File: src/rtl/si_arith_pkg.sv
// Shared arithmetic definitions for the fixed-point neuron datapath:
// divider FSM states and helpers for the N-bit saturation bit patterns.
package si_arith_pkg;

    typedef enum logic [1:0] {
        IDLE,
        CALC,
        FIX
    } divState_t;

    // Largest positive N-bit two's-complement value, 2^(N-1)-1.
    function automatic logic [31:0] MAX_POS(input int n);
        return (32'd1 << (n - 1)) - 32'd1;
    endfunction

    // Bit pattern of the most negative N-bit value, -2^(N-1).
    function automatic logic [31:0] MIN_NEG(input int n);
        return 32'd1 << (n - 1);
    endfunction

endpackage

File: src/rtl/si_div_seq_if.sv
// Start/done handshake, operand and result bundle between a requester and the sequential divider.
interface si_div_seq_if #(
    parameter int N = 8
);

    logic         start;
    logic [N-1:0] a;
    logic [N-1:0] b;
    logic         busy;
    logic         done;
    logic [N-1:0] q;
    logic [N-1:0] r;
    logic         divZero;
    logic         ovf;

    modport master (
        output start, a, b,
        input  busy, done, q, r, divZero, ovf
    );

    modport slave (
        input  start, a, b,
        output busy, done, q, r, divZero, ovf
    );

endinterface

File: src/rtl/si_div_step.sv
// One restoring shift-subtract step on unsigned magnitudes: {rem, quo, |B|} -> {rem', quo'}.
module si_div_step #(
    parameter int N = 8
) (
    input  logic [N:0]   rem_i,
    input  logic [N-1:0] quo_i,
    input  logic [N-1:0] div_i,
    output logic [N:0]   rem_o,
    output logic [N-1:0] quo_o
);

    logic [N:0] shifted;
    logic       fits;

    // rem stays below |B| <= 2^N, so its top bit is always clear; OR-ing it in keeps the
    // comparison correct for the full shifted value without widening the datapath.
    always_comb begin
        shifted = {rem_i[N-1:0], quo_i[N-1]};
        fits    = rem_i[N] || (shifted >= {1'b0, div_i});
        rem_o   = fits ? (shifted - {1'b0, div_i}) : shifted;
        quo_o   = {quo_i[N-2:0], fits};
    end

endmodule

File: src/rtl/si_div_seq.sv
// Sequential signed divider: fixed N+1 cycle latency, sign-corrected quotient and remainder,
// saturating on divide-by-zero and on the single overflowing case -2^(N-1) / -1.
module si_div_seq
    import si_arith_pkg::*;
#(
    parameter int N = 8
) (
    input logic          clk,
    input logic          rst_n,
    si_div_seq_if.slave  bus
);

    localparam int           CntW   = $clog2(N);
    localparam logic [N-1:0] MaxPos = N'(MAX_POS(N));
    localparam logic [N-1:0] MinNeg = N'(MIN_NEG(N));

    divState_t     state_q;
    logic [CntW-1:0] cnt_q;
    logic [N:0]    rem_q;
    logic [N-1:0]  quo_q;
    logic [N-1:0]  absB_q;
    logic [N-1:0]  a_q;
    logic          sgnA_q;
    logic          sgnB_q;
    logic          pendZero_q;
    logic          pendOvf_q;

    logic          busy_q;
    logic          done_q;
    logic [N-1:0]  q_q;
    logic [N-1:0]  r_q;
    logic          divZero_q;
    logic          ovf_q;

    logic [N:0]    rem_d;
    logic [N-1:0]  quo_d;

    function automatic logic [N-1:0] magnitude(input logic [N-1:0] v);
        return v[N-1] ? (~v + 1'b1) : v;
    endfunction

    si_div_step #(.N(N)) u_step (
        .rem_i (rem_q),
        .quo_i (quo_q),
        .div_i (absB_q),
        .rem_o (rem_d),
        .quo_o (quo_d)
    );

    // Zero and overflow are decided at capture time; the step loop always runs its full
    // length so latency never depends on the operands.
    always_ff @(posedge clk or negedge rst_n) begin
        if (!rst_n) begin
            state_q    <= IDLE;
            cnt_q      <= '0;
            rem_q      <= '0;
            quo_q      <= '0;
            absB_q     <= '0;
            a_q        <= '0;
            sgnA_q     <= 1'b0;
            sgnB_q     <= 1'b0;
            pendZero_q <= 1'b0;
            pendOvf_q  <= 1'b0;
            busy_q     <= 1'b0;
            done_q     <= 1'b0;
            q_q        <= '0;
            r_q        <= '0;
            divZero_q  <= 1'b0;
            ovf_q      <= 1'b0;
        end else begin
            done_q <= 1'b0;
            case (state_q)
                IDLE: begin
                    if (bus.start) begin
                        sgnA_q     <= bus.a[N-1];
                        sgnB_q     <= bus.b[N-1];
                        quo_q      <= magnitude(bus.a);
                        absB_q     <= magnitude(bus.b);
                        a_q        <= bus.a;
                        pendZero_q <= (bus.b == '0);
                        pendOvf_q  <= (bus.a == MinNeg) && (bus.b == '1);
                        rem_q      <= '0;
                        cnt_q      <= CntW'(N - 1);
                        busy_q     <= 1'b1;
                        state_q    <= CALC;
                    end
                end
                CALC: begin
                    rem_q <= rem_d;
                    quo_q <= quo_d;
                    cnt_q <= cnt_q - 1'b1;
                    if (cnt_q == '0) begin
                        state_q <= FIX;
                    end
                end
                FIX: begin
                    if (pendZero_q) begin
                        q_q <= sgnA_q ? (~MaxPos + 1'b1) : MaxPos;
                        r_q <= a_q;
                    end else if (pendOvf_q) begin
                        q_q <= MaxPos;
                        r_q <= '0;
                    end else begin
                        q_q <= (sgnA_q ^ sgnB_q) ? (~quo_q + 1'b1) : quo_q;
                        r_q <= sgnA_q ? (~rem_q[N-1:0] + 1'b1) : rem_q[N-1:0];
                    end
                    divZero_q <= pendZero_q;
                    ovf_q     <= pendOvf_q && !pendZero_q;
                    busy_q    <= 1'b0;
                    done_q    <= 1'b1;
                    state_q   <= IDLE;
                end
                default: begin
                    state_q <= IDLE;
                    busy_q  <= 1'b0;
                end
            endcase
        end
    end

    assign bus.busy    = busy_q;
    assign bus.done    = done_q;
    assign bus.q       = q_q;
    assign bus.r       = r_q;
    assign bus.divZero = divZero_q;
    assign bus.ovf     = ovf_q;

endmodule

File: src/flat_wrapper.sv
// flat-port wrapper written by rule: the top's interface ports become plain ports
module si_div_seq_flat import si_arith_pkg::*;
#(
    parameter int N = 8
)
  (clk, rst_n, bus_start, bus_a, bus_b, bus_busy, bus_done, bus_q, bus_r, bus_divZero, bus_ovf);
  si_div_seq_if #(.N(N)) bus_i ();
  input logic clk;
  input logic rst_n;
  input wire logic [$bits(bus_i.start)-1:0] bus_start;
  input wire logic [$bits(bus_i.a)-1:0] bus_a;
  input wire logic [$bits(bus_i.b)-1:0] bus_b;
  output wire logic [$bits(bus_i.busy)-1:0] bus_busy;
  output wire logic [$bits(bus_i.done)-1:0] bus_done;
  output wire logic [$bits(bus_i.q)-1:0] bus_q;
  output wire logic [$bits(bus_i.r)-1:0] bus_r;
  output wire logic [$bits(bus_i.divZero)-1:0] bus_divZero;
  output wire logic [$bits(bus_i.ovf)-1:0] bus_ovf;
  assign bus_i.start = bus_start;
  assign bus_i.a = bus_a;
  assign bus_i.b = bus_b;
  assign bus_busy = bus_i.busy;
  assign bus_done = bus_i.done;
  assign bus_q = bus_i.q;
  assign bus_r = bus_i.r;
  assign bus_divZero = bus_i.divZero;
  assign bus_ovf = bus_i.ovf;
  si_div_seq #(.N(N)) u_core (.clk(clk), .rst_n(rst_n), .bus(bus_i));
endmodule
File: config.mk
export PLATFORM = sky130hd
export DESIGN_NAME = si_div_seq_flat
export DESIGN_NICKNAME = d
export VERILOG_FILES = /design/src/rtl/si_arith_pkg.sv /design/src/rtl/si_div_seq_if.sv /design/src/rtl/si_div_step.sv /design/src/rtl/si_div_seq.sv /design/src/flat_wrapper.sv
export SDC_FILE = /design/constraint.sdc
export NUM_CORES = 1
export LEC_CHECK = 0
export CAP_MARGIN = 20
export CORE_MARGIN = 1
export CORE_UTILIZATION = 55
export DETAILED_ROUTE_END_ITERATION = 16
export PLACE_DENSITY = 0.79
export SLEW_MARGIN = 30
export SYNTH_ARGS = -nofsm -noshare
export SYNTH_HDL_FRONTEND = slang
export SYNTH_SLANG_ARGS = --single-unit
File: constraint.sdc
create_clock -name clk -period 5.34 [get_ports clk]
set_input_delay 1.068 -clock clk [delete_from_list [all_inputs] [get_ports clk]]
set_output_delay 1.068 -clock clk [all_outputs]
set_load 0.02 [all_outputs]
==> qor.log, run 1 <==
[outcome] outcome completed
[global_routing] via count of the first global-routing pass 2940
[route] Post-route DRC 0
[placed_design] DP HPWL 5.99 mm
[hold_path] Worst Hold Path EP u_core.bus.r[7]
[clock_tree] CTS tree yes
[cells_and_area] final-layout fill cell count 525
[worst_setup_path] origin of the critical flop-to-flop path u_core.rem_q[5]
[global_routing] overall overflow remaining after global route 0
[floorplanning] area inside the core boundary 6350 um2
[sta] setup repair after global routing missed its margin no
[pwr] leakage power total 1.90 nW
[pwr] VDD IR-drop max 0.468 mV
[worst_setup_path] endpoint of the lowest-slack register-to-register path u_core.rem_q[1]
[floorplanning] total die area 6910 um2
[sta] count of final setup violators 0
[floorplanning] number of placement rows 29
[clock_tree] Post-CTS Repair Setup Buffers 0
[synth] syn_area_per_cell 8.59 um2
[sta] fmax 0.370 GHz
[sta] Period minus WS final 2710 ps
[route] remaining number of nets flagged by the antenna check after routing 0
[synth] async set-or-reset flop fraction in the synthesized netlist 100%
[route] total vias in the final route 3112
[placed_design] RD Place Congestion 0.868
[worst_setup_path] Worst setup EP type register
[clock_tree] clock-pin slew reported for the worst setup and hold paths after clock tree synthesis 70 ps
[global_routing] wire length of the first global-routing pass 14.3 mm
[synth] Synth warnings 0
[hold_path] class of the tightest hold or removal check register to register
[clock_tree] clock buffer depth 2
[synth] Gate Count Post-Synth 421
[worst_setup_path] required time of the critical path 5590 ps
[worst_setup_path] CP startpoint kind input pin
[hold_path] launch point of the worst hold path u_core.bus.r[7]
[synth] cell type contributing the most total cell area after synthesis sky130_fd_sc_hd__dfrtp_1
[sta] max-slew violation count 0
[floorplanning] die span in y 83.1 um
[route] final routed wire length divided by cell count 15.7 um
[synth] Primary FF master, synth sky130_fd_sc_hd__dfrtp_1
[global_routing] overall track demand over capacity in global routing 26.1%
[worst_setup_path] maximum fanout encountered on the critical timing path 5
[clock_tree] number of buffers added to fix hold violations after cts 0
[hold_path] Min-Delay Path Depth 2
[worst_setup_path] Critical Path Start bus_a[2]
[worst_setup_path] worst reg-to-reg setup slack 2820 ps
[synth] fraction of synthesized cell area taken by the top area cell type 42.2%
[clock_tree] post-CTS sizing 0
[synth] Mapped Area 3620 um2
[pwr] Cell Pwr Density 653 nW/um2
[route] TritonRoute pass-1 iters 4
[placed_design] Port Buf Inserts 38
[sta] total negative slack for setup checks 0 ps
[sta] number of failing hold endpoints at the final stage 0
[synth] cell types occupying the most area after synthesis sky130_fd_sc_hd__dfrtp_1, sky130_fd_sc_hd__nand2_1, sky130_fd_sc_hd__ha_1
[sta] clock skew after layout 6.33 ps
[cells_and_area] non-filler cells, final 531
[route] drt total wl 8.35 mm
[flow_run] max capacitance violation total 0
[sta] slew margin rel. 42.5%
[synth] unique cell type count in the Yosys netlist 52
[cells_and_area] layout net count 484
[route] via count normalized by instance count 5.86
[worst_setup_path] depth of the most critical reg-to-reg path 6
[floorplanning] Starting Density 57.0%
[clock_tree] Num Clock Sinks 61
[synth] net count of the mapped netlist 456
[cells_and_area] share of cells above drive strength 1 5.73%
[sta] Final Cycle Share 50.7%
[floorplanning] width of the die 83.1 um
[clock_tree] H-tree level count 3
[placed_design] placed insts 515
[worst_setup_path] worst setup path class input pin to register
[cells_and_area] layout overhead on the synthesized area 16.9%
[clock_tree] Inserted Clock Buffers 9
[floorplanning] I/O pins 39
[cells_and_area] number of antenna diodes 0
[synth] flop and latch count out of synthesis 61
[global_routing] maximum number of pins on one net before global-route repair 62
[global_routing] antenna violations before repair 0
[synth] post-synthesis sequential area ratio 42.2%
[synth] count of flip-flops with a built-in enable after synthesis 0
[clock_tree] Skew-Pair Late Insertion Delay 340 ps
[clock_tree] clock root buffer master sky130_fd_sc_hd__clkbuf_8
[route] First DRT Iteration DRCs 280
[worst_setup_path] WP data arrival 2960 ps
[sta] worst slew pin tran 859 ps
[how the worst max path moves through the flow]
stage	end	slack [ps]
after global placement	u_core.pendOvf_q	2390
after floorplan	u_core.absB_q[6]	2910
after CTS	u_core.pendOvf_q	2690
after detailed placement	u_core.absB_q[6]	2340
final	u_core.pendOvf_q	2630
after global routing	u_core.pendOvf_q	2570
[critical path, cell delays in order]
cell	delay, ps
sky130_fd_sc_hd__clkdlybuf4s50_1	510
sky130_fd_sc_hd__or3_1	400
sky130_fd_sc_hd__or3b_2	490
sky130_fd_sc_hd__nor3_1	180
sky130_fd_sc_hd__nand4_1	110
sky130_fd_sc_hd__o21ai_0	200
[cells in the mapped netlist (8+ instances only)]
| library cell | instances |
|---|---|
| sky130_fd_sc_hd__a21oi_1 | 18 |
| sky130_fd_sc_hd__clkbuf_1 | 22 |
| sky130_fd_sc_hd__dfrtp_1 | 61 |
| sky130_fd_sc_hd__ha_1 | 15 |
| sky130_fd_sc_hd__inv_1 | 26 |
| sky130_fd_sc_hd__nand2_1 | 77 |
| sky130_fd_sc_hd__nand2b_1 | 8 |
| sky130_fd_sc_hd__nor2_1 | 30 |
| sky130_fd_sc_hd__o211ai_1 | 8 |
| sky130_fd_sc_hd__o21ai_0 | 29 |
| sky130_fd_sc_hd__xnor2_1 | 15 |
| sky130_fd_sc_hd__xor2_1 | 10 |
[area by class of cell]
type	count	area, um2	area share [%]
Sequential cell	61	1530	36.1
Timing Repair Buffer	43	413	9.76
Inverter	26	97.6	2.31
Tap cell	77	96.3	2.28
Multi-Input combinational cell	308	1880	44.5
Clock buffer	9	124	2.93
Clock inverter	7	90.1	2.13
[cells in the final DEF (no fill, tap or decap), drive strengths merged, types with 9 or more instances in the layout]
cell type / instances
o21ai: 30
a21oi: 19
nor2: 30
xnor2: 15
nand2: 77
inv: 26
xor2: 10
ha: 15
dfrtp: 61
clkdlybuf4s50: 37
clkbuf: 9
[routing by layer]
metal  wire (um)  global-route usage [%]  vias up
li1            -                       -     1516
met2        3990                    41.0       97
met4         178                    8.93        0
met5           0                       0        -
met3         472                    6.76       15
met1        3710                    35.1     1484
[power by group]
part / leakage (nW) / switching (mW) / internal (mW)
Combinational: 1.04 / 0.795 / 0.651
Sequential: 0.764 / 0.204 / 0.662
Clock: 0.105 / 0.188 / 0.260
Total: 1.90 / 1.19 / 1.57
[stage by stage]
step / setup slack (ps) / cell area [um2] / power (mW) / hold WS (ps) / util, %
3_5_place_dp: 2340 / 4020 / 2.31 / 463 / 63.2
4_1_cts: 2690 / 4230 / 2.76 / 478 / 66.6
3_3_place_gp: 2390 / 4020 / 2.25 / 451 / 63.2
2_1_floorplan: 2910 / 3620 / 1.92 / 446 / -
6_report: 2630 / 4230 / 2.76 / 469 / 66.6
5_1_grt: 2570 / 4230 / 2.99 / 499 / 66.6
[kinds of logic (layout without fill, tap and decap cells)]
kind of cell	count (synthesis)	in the layout	synth area share, %
compound gates	108	108	19.6
xor+xnor	25	25	6.05
fa+ha+maj	16	16	5.74
buf+inv	52	85	5.81
flops	61	61	42.2
mux	4	4	1.11
simple gates	155	155	19.5
[flip-flops by register name, indices dropped and copies added (netlist names)]
register	cells
u_core.sgnA_q	1
u_core.bus.q	8
u_core.pendOvf_q	1
u_core.bus.done	1
u_core.bus.busy	1
u_core.sgnB_q	1
u_core.a_q	7
u_core.bus.divZero	1
u_core.absB_q	8
u_core.pendZero_q	1
u_core.cnt_q	3
u_core.bus.r	8
u_core.rem_q	9
u_core.state_q	2
u_core.bus.ovf	1
u_core.quo_q	8
(Power assumes the default switching activity.)
==> run 2, diff against run 1 <==
Clock period 5.34 ns to 2.5 ns, I/O delays scaled along.
==> run 2 against run 1 <==
Non-clock buffer count rose by 16. Register-to-register slack worse by 2600 ps. Power grew 120%. Clock skew up 3.4 ps. Via count is 4.1% higher. First-iteration DRC count down 29%. Utilization increased by 1.9 points. Cell area is 2.8% higher. Clock power increased by 110%. Combinational power increased by 130%. Cell count grew 3.0%. Die area is the same. Largest cell class unchanged. Largest power group unchanged.
==> qor.log, run 2 (synthesized netlist as in run 1, its figures left out) <==
[outcome] outcome completed [unchanged]
[sta] number of failing hold endpoints at the final stage 0 [unchanged]
[clock_tree] clock buffer depth 2 [unchanged]
[floorplanning] die span in y 83.1 um [unchanged]
[floorplanning] I/O pins 39 [unchanged]
[worst_setup_path] maximum fanout encountered on the critical timing path 8 [was 5]
[pwr] switching part of the total power 43.0% [about the same]
[placed_design] Port Buf Inserts 38 [unchanged]
[global_routing] wire length of the first global-routing pass 14.7 mm [was 14.3 mm]
[worst_setup_path] WP data arrival 2510 ps [was 2960 ps]
[cells_and_area] commonest cells after routing, fill and taps aside sky130_fd_sc_hd__nand2_1, sky130_fd_sc_hd__dfrtp_1, sky130_fd_sc_hd__clkdlybuf4s50_1, sky130_fd_sc_hd__nor2_1, sky130_fd_sc_hd__o21ai_0 [unchanged]
[worst_setup_path] slowest stage cell, crit path sky130_fd_sc_hd__ha_1 [was sky130_fd_sc_hd__clkdlybuf4s50_1]
[global_routing] via count of the first global-routing pass 3089 [was 2940]
[sta] slew margin rel. 43.9% [was 42.5%]
[pwr] sequential share of power 29.8% [was 31.4%]
[route] drt total wl 8.61 mm [was 8.35 mm]
[pwr] VDD IR-drop max 0.946 mV [was 0.468 mV]
[floorplanning] Starting Density 57.0% [unchanged]
[pwr] switching power of the nets 2.59 mW [was 1.19 mW]
[floorplanning] area inside the core boundary 6350 um2 [unchanged]
[hold_path] class of the tightest hold or removal check input pin to async pin [was register to register]
[cells_and_area] layout net count 500 [was 484]
[worst_setup_path] number of buffer and inverter instances along the worst setup path 2 [was 1]
[worst_setup_path] required time of the critical path 2730 ps [was 5590 ps]
[global_routing] antenna violations before repair 0 [unchanged]
[global_routing] met3 usage in global routing 4.77% [was 6.76%]
[global_routing] met2 track demand over resource 45.4% [was 41.0%]
[global_routing] overall track demand over capacity in global routing 26.9% [was 26.1%]
[placed_design] setup slack after placement 35.1 ps [was 2340 ps]
[cells_and_area] share of cells above drive strength 1 8.72% [was 5.73%]
[pwr] Cell Pwr Density 1390 nW/um2 [was 653 nW/um2]
[global_routing] GR Util met1 34.3% [was 35.1%]
[global_routing] layer with the highest usage met2 [unchanged]
[global_routing] overall overflow remaining after global route 0 [unchanged]
[sta] total negative slack for setup checks 0 ps [unchanged]
[route] remaining number of nets flagged by the antenna check after routing 0 [unchanged]
[clock_tree] CTS tree yes [unchanged]
[placed_design] area post-placement 4140 um2 [was 4020 um2]
[placed_design] placed insts 531 [was 515]
[clock_tree] post-CTS sizing 0 [unchanged]
[route] final routed wire length divided by cell count 15.7 um [about the same]
[route] total vias in the final route 3241 [was 3112]
[sta] clock skew after layout 9.72 ps [was 6.33 ps]
[cells_and_area] number of antenna diodes 0 [unchanged]
[clock_tree] number of buffers added to fix hold violations after cts 0 [unchanged]
[clock_tree] clock-pin slew reported for the worst setup and hold paths after clock tree synthesis 70 ps [about the same]
[floorplanning] number of placement rows 29 [unchanged]
[sta] Period minus WS final 2280 ps
[cells_and_area] share of the core filled with cells in the final layout 68.5% [was 66.6%]
[sta] fmax 0.438 GHz
[pwr] part of the power in combinational logic 54.8% [was 52.4%]
[placed_design] RD Place Congestion 0.903 [was 0.868]
[worst_setup_path] critical-path cell list inv_1 -> ha_1 -> a21oi_2 -> inv_1 -> o311a_1 -> or2_1 -> a311o_1 [was clkdlybuf4s50_1 -> or3_1 -> or3b_2 -> nor3_1 -> nand4_1 -> o21ai_0]
[clock_tree] H-tree level count 3 [unchanged]
[sta] setup repair after global routing missed its margin no [unchanged]
[cells_and_area] flip-flop count of the largest register after layout 9 [unchanged]
[sta] minimum setup slack in the final design 218 ps [was 2630 ps]
[flow_run] max capacitance violation total 0 [unchanged]
[route] First DRT Iteration DRCs 199 [was 280]
[worst_setup_path] Critical Path Max Stage Delay 390 ps [was 510 ps]
[cells_and_area] non-filler cells, final 547 [was 531]
[clock_tree] clock root buffer master sky130_fd_sc_hd__clkbuf_8 [unchanged]
[cells_and_area] Non-Filler Cell Area, Final 4350 um2 [was 4230 um2]
[cells_and_area] layout overhead on the synthesized area 20.1% [was 16.9%]
[sta] Final Cycle Share 91.3%
[worst_setup_path] CP startpoint kind register [was input pin]
[worst_setup_path] worst setup path class register to register [was input pin to register]
[cells_and_area] most flop-heavy register u_core.rem_q [unchanged]
[floorplanning] width of the die 83.1 um [unchanged]
[sta] worst slew pin tran 841 ps [was 859 ps]
[route] Post-route DRC 0 [unchanged]
[clock_tree] Skew-Pair Late Insertion Delay 350 ps [was 340 ps]
[clock_tree] Post-CTS Repair Setup Buffers 0 [unchanged]
[pwr] leakage power total 1.98 nW [was 1.90 nW]
[route] via count normalized by instance count 5.93 [was 5.86]
[pwr] part of the power in the clock network 15.4% [was 16.2%]
[global_routing] maximum number of pins on one net before global-route repair 39 [was 62]
[route] TritonRoute pass-1 iters 5 [was 4]
[pwr] design internal power 3.44 mW [was 1.57 mW]
[floorplanning] total die area 6910 um2 [unchanged]
[cells_and_area] commonest non-fill, non-tap cell in the layout sky130_fd_sc_hd__nand2_1 [unchanged]
[clock_tree] Num Clock Sinks 61 [unchanged]
[worst_setup_path] family of cells with the greatest summed delay on the critical path compound AO/OA/AOI/OAI gates [was simple AND/OR/NAND/NOR gates]
[sta] count of final setup violators 0 [unchanged]
[cells_and_area] final-layout fill cell count 521 [was 525]
[worst_setup_path] Crit path top cell by count sky130_fd_sc_hd__inv_1
[placed_design] DP HPWL 6.47 mm [was 5.99 mm]
[sta] max-slew violation count 0 [unchanged]
[clock_tree] Inserted Clock Buffers 9 [unchanged]
[worst_setup_path] Worst setup EP type register [unchanged]
[run 2: changes by cell type in the layout (fill, tap and decap cells not counted)]
cell / change
sky130_fd_sc_hd__buf_4: +16
sky130_fd_sc_hd__clkbuf_8: +3
sky130_fd_sc_hd__clkinv_2: -2
sky130_fd_sc_hd__bufinv_16: -1
sky130_fd_sc_hd__clkbuf_1: +1
sky130_fd_sc_hd__clkinvlp_4: -1
[run 2: cell type report]
class,instances,area [um2],area share [%]
Clock buffer,13,169,3.89
Clock inverter,3,42.5,0.979
Inverter,26,97.6,2.25
Multi-Input combinational cell,308,1880,43.3
Sequential cell,61,1530,35.1
Tap cell,77,96.3,2.22
Timing Repair Buffer,59,533,12.3
[run 2: worst register-to-register path, cell delays in order (launching register included)]
cell and delay, ps:
sky130_fd_sc_hd__dfrtp_1 380, sky130_fd_sc_hd__inv_1 70, sky130_fd_sc_hd__ha_1 390, sky130_fd_sc_hd__a21oi_2 220, sky130_fd_sc_hd__inv_1 60, sky130_fd_sc_hd__o311a_1 350
sky130_fd_sc_hd__or2_1 310, sky130_fd_sc_hd__a311o_1 380
[run 2: worst paths after layout]
| kind | endpoint | slack [ps] | start | cells after the start |
|---|---|---|---|---|
| max reg2reg | u_core.rem_q[1] | 220 | u_core.absB_q[6] | 7 |
| min reg2reg | u_core.bus.r[7] | 470 | u_core.bus.r[7] | 2 |
| max | u_core.rem_q[1] | 220 | u_core.absB_q[6] | 7 |
| max in group asynchronous | u_core.sgnB_q | 1540 | rst_n | 2 |
| min | u_core.bus.divZero | 250 | rst_n | 1 |
| min in group clk | u_core.bus.r[7] | 470 | u_core.bus.r[7] | 2 |
[run 2: routing by layer]
| layer | share of wire, % | vias to the layer above |
|---|---|---|
| met5 | 0 | - |
| met3 | 5.6 | 19 |
| met2 | 49 | 100 |
| li1 | - | 1547 |
| met4 | 2.6 | 0 |
| met1 | 43 | 1575 |
[run 2: power by group through the flow]
stage	clock network (mW)	logic [mW]	registers, mW
after floorplan	0	2.29	1.82
after global placement	0	3.15	1.79
after detailed placement	0	3.27	1.81
after CTS	0.938	3.30	1.79
after global routing	0.987	3.68	1.85
final	0.929	3.30	1.80
[run 2: through the flow]
stage               hold WS, ps  power [mW]
floorplan                   204        4.11
global placement            452        4.94
detailed placement          455        5.08
CTS                         272        6.03
global route                325        6.52
finish                      252        6.03
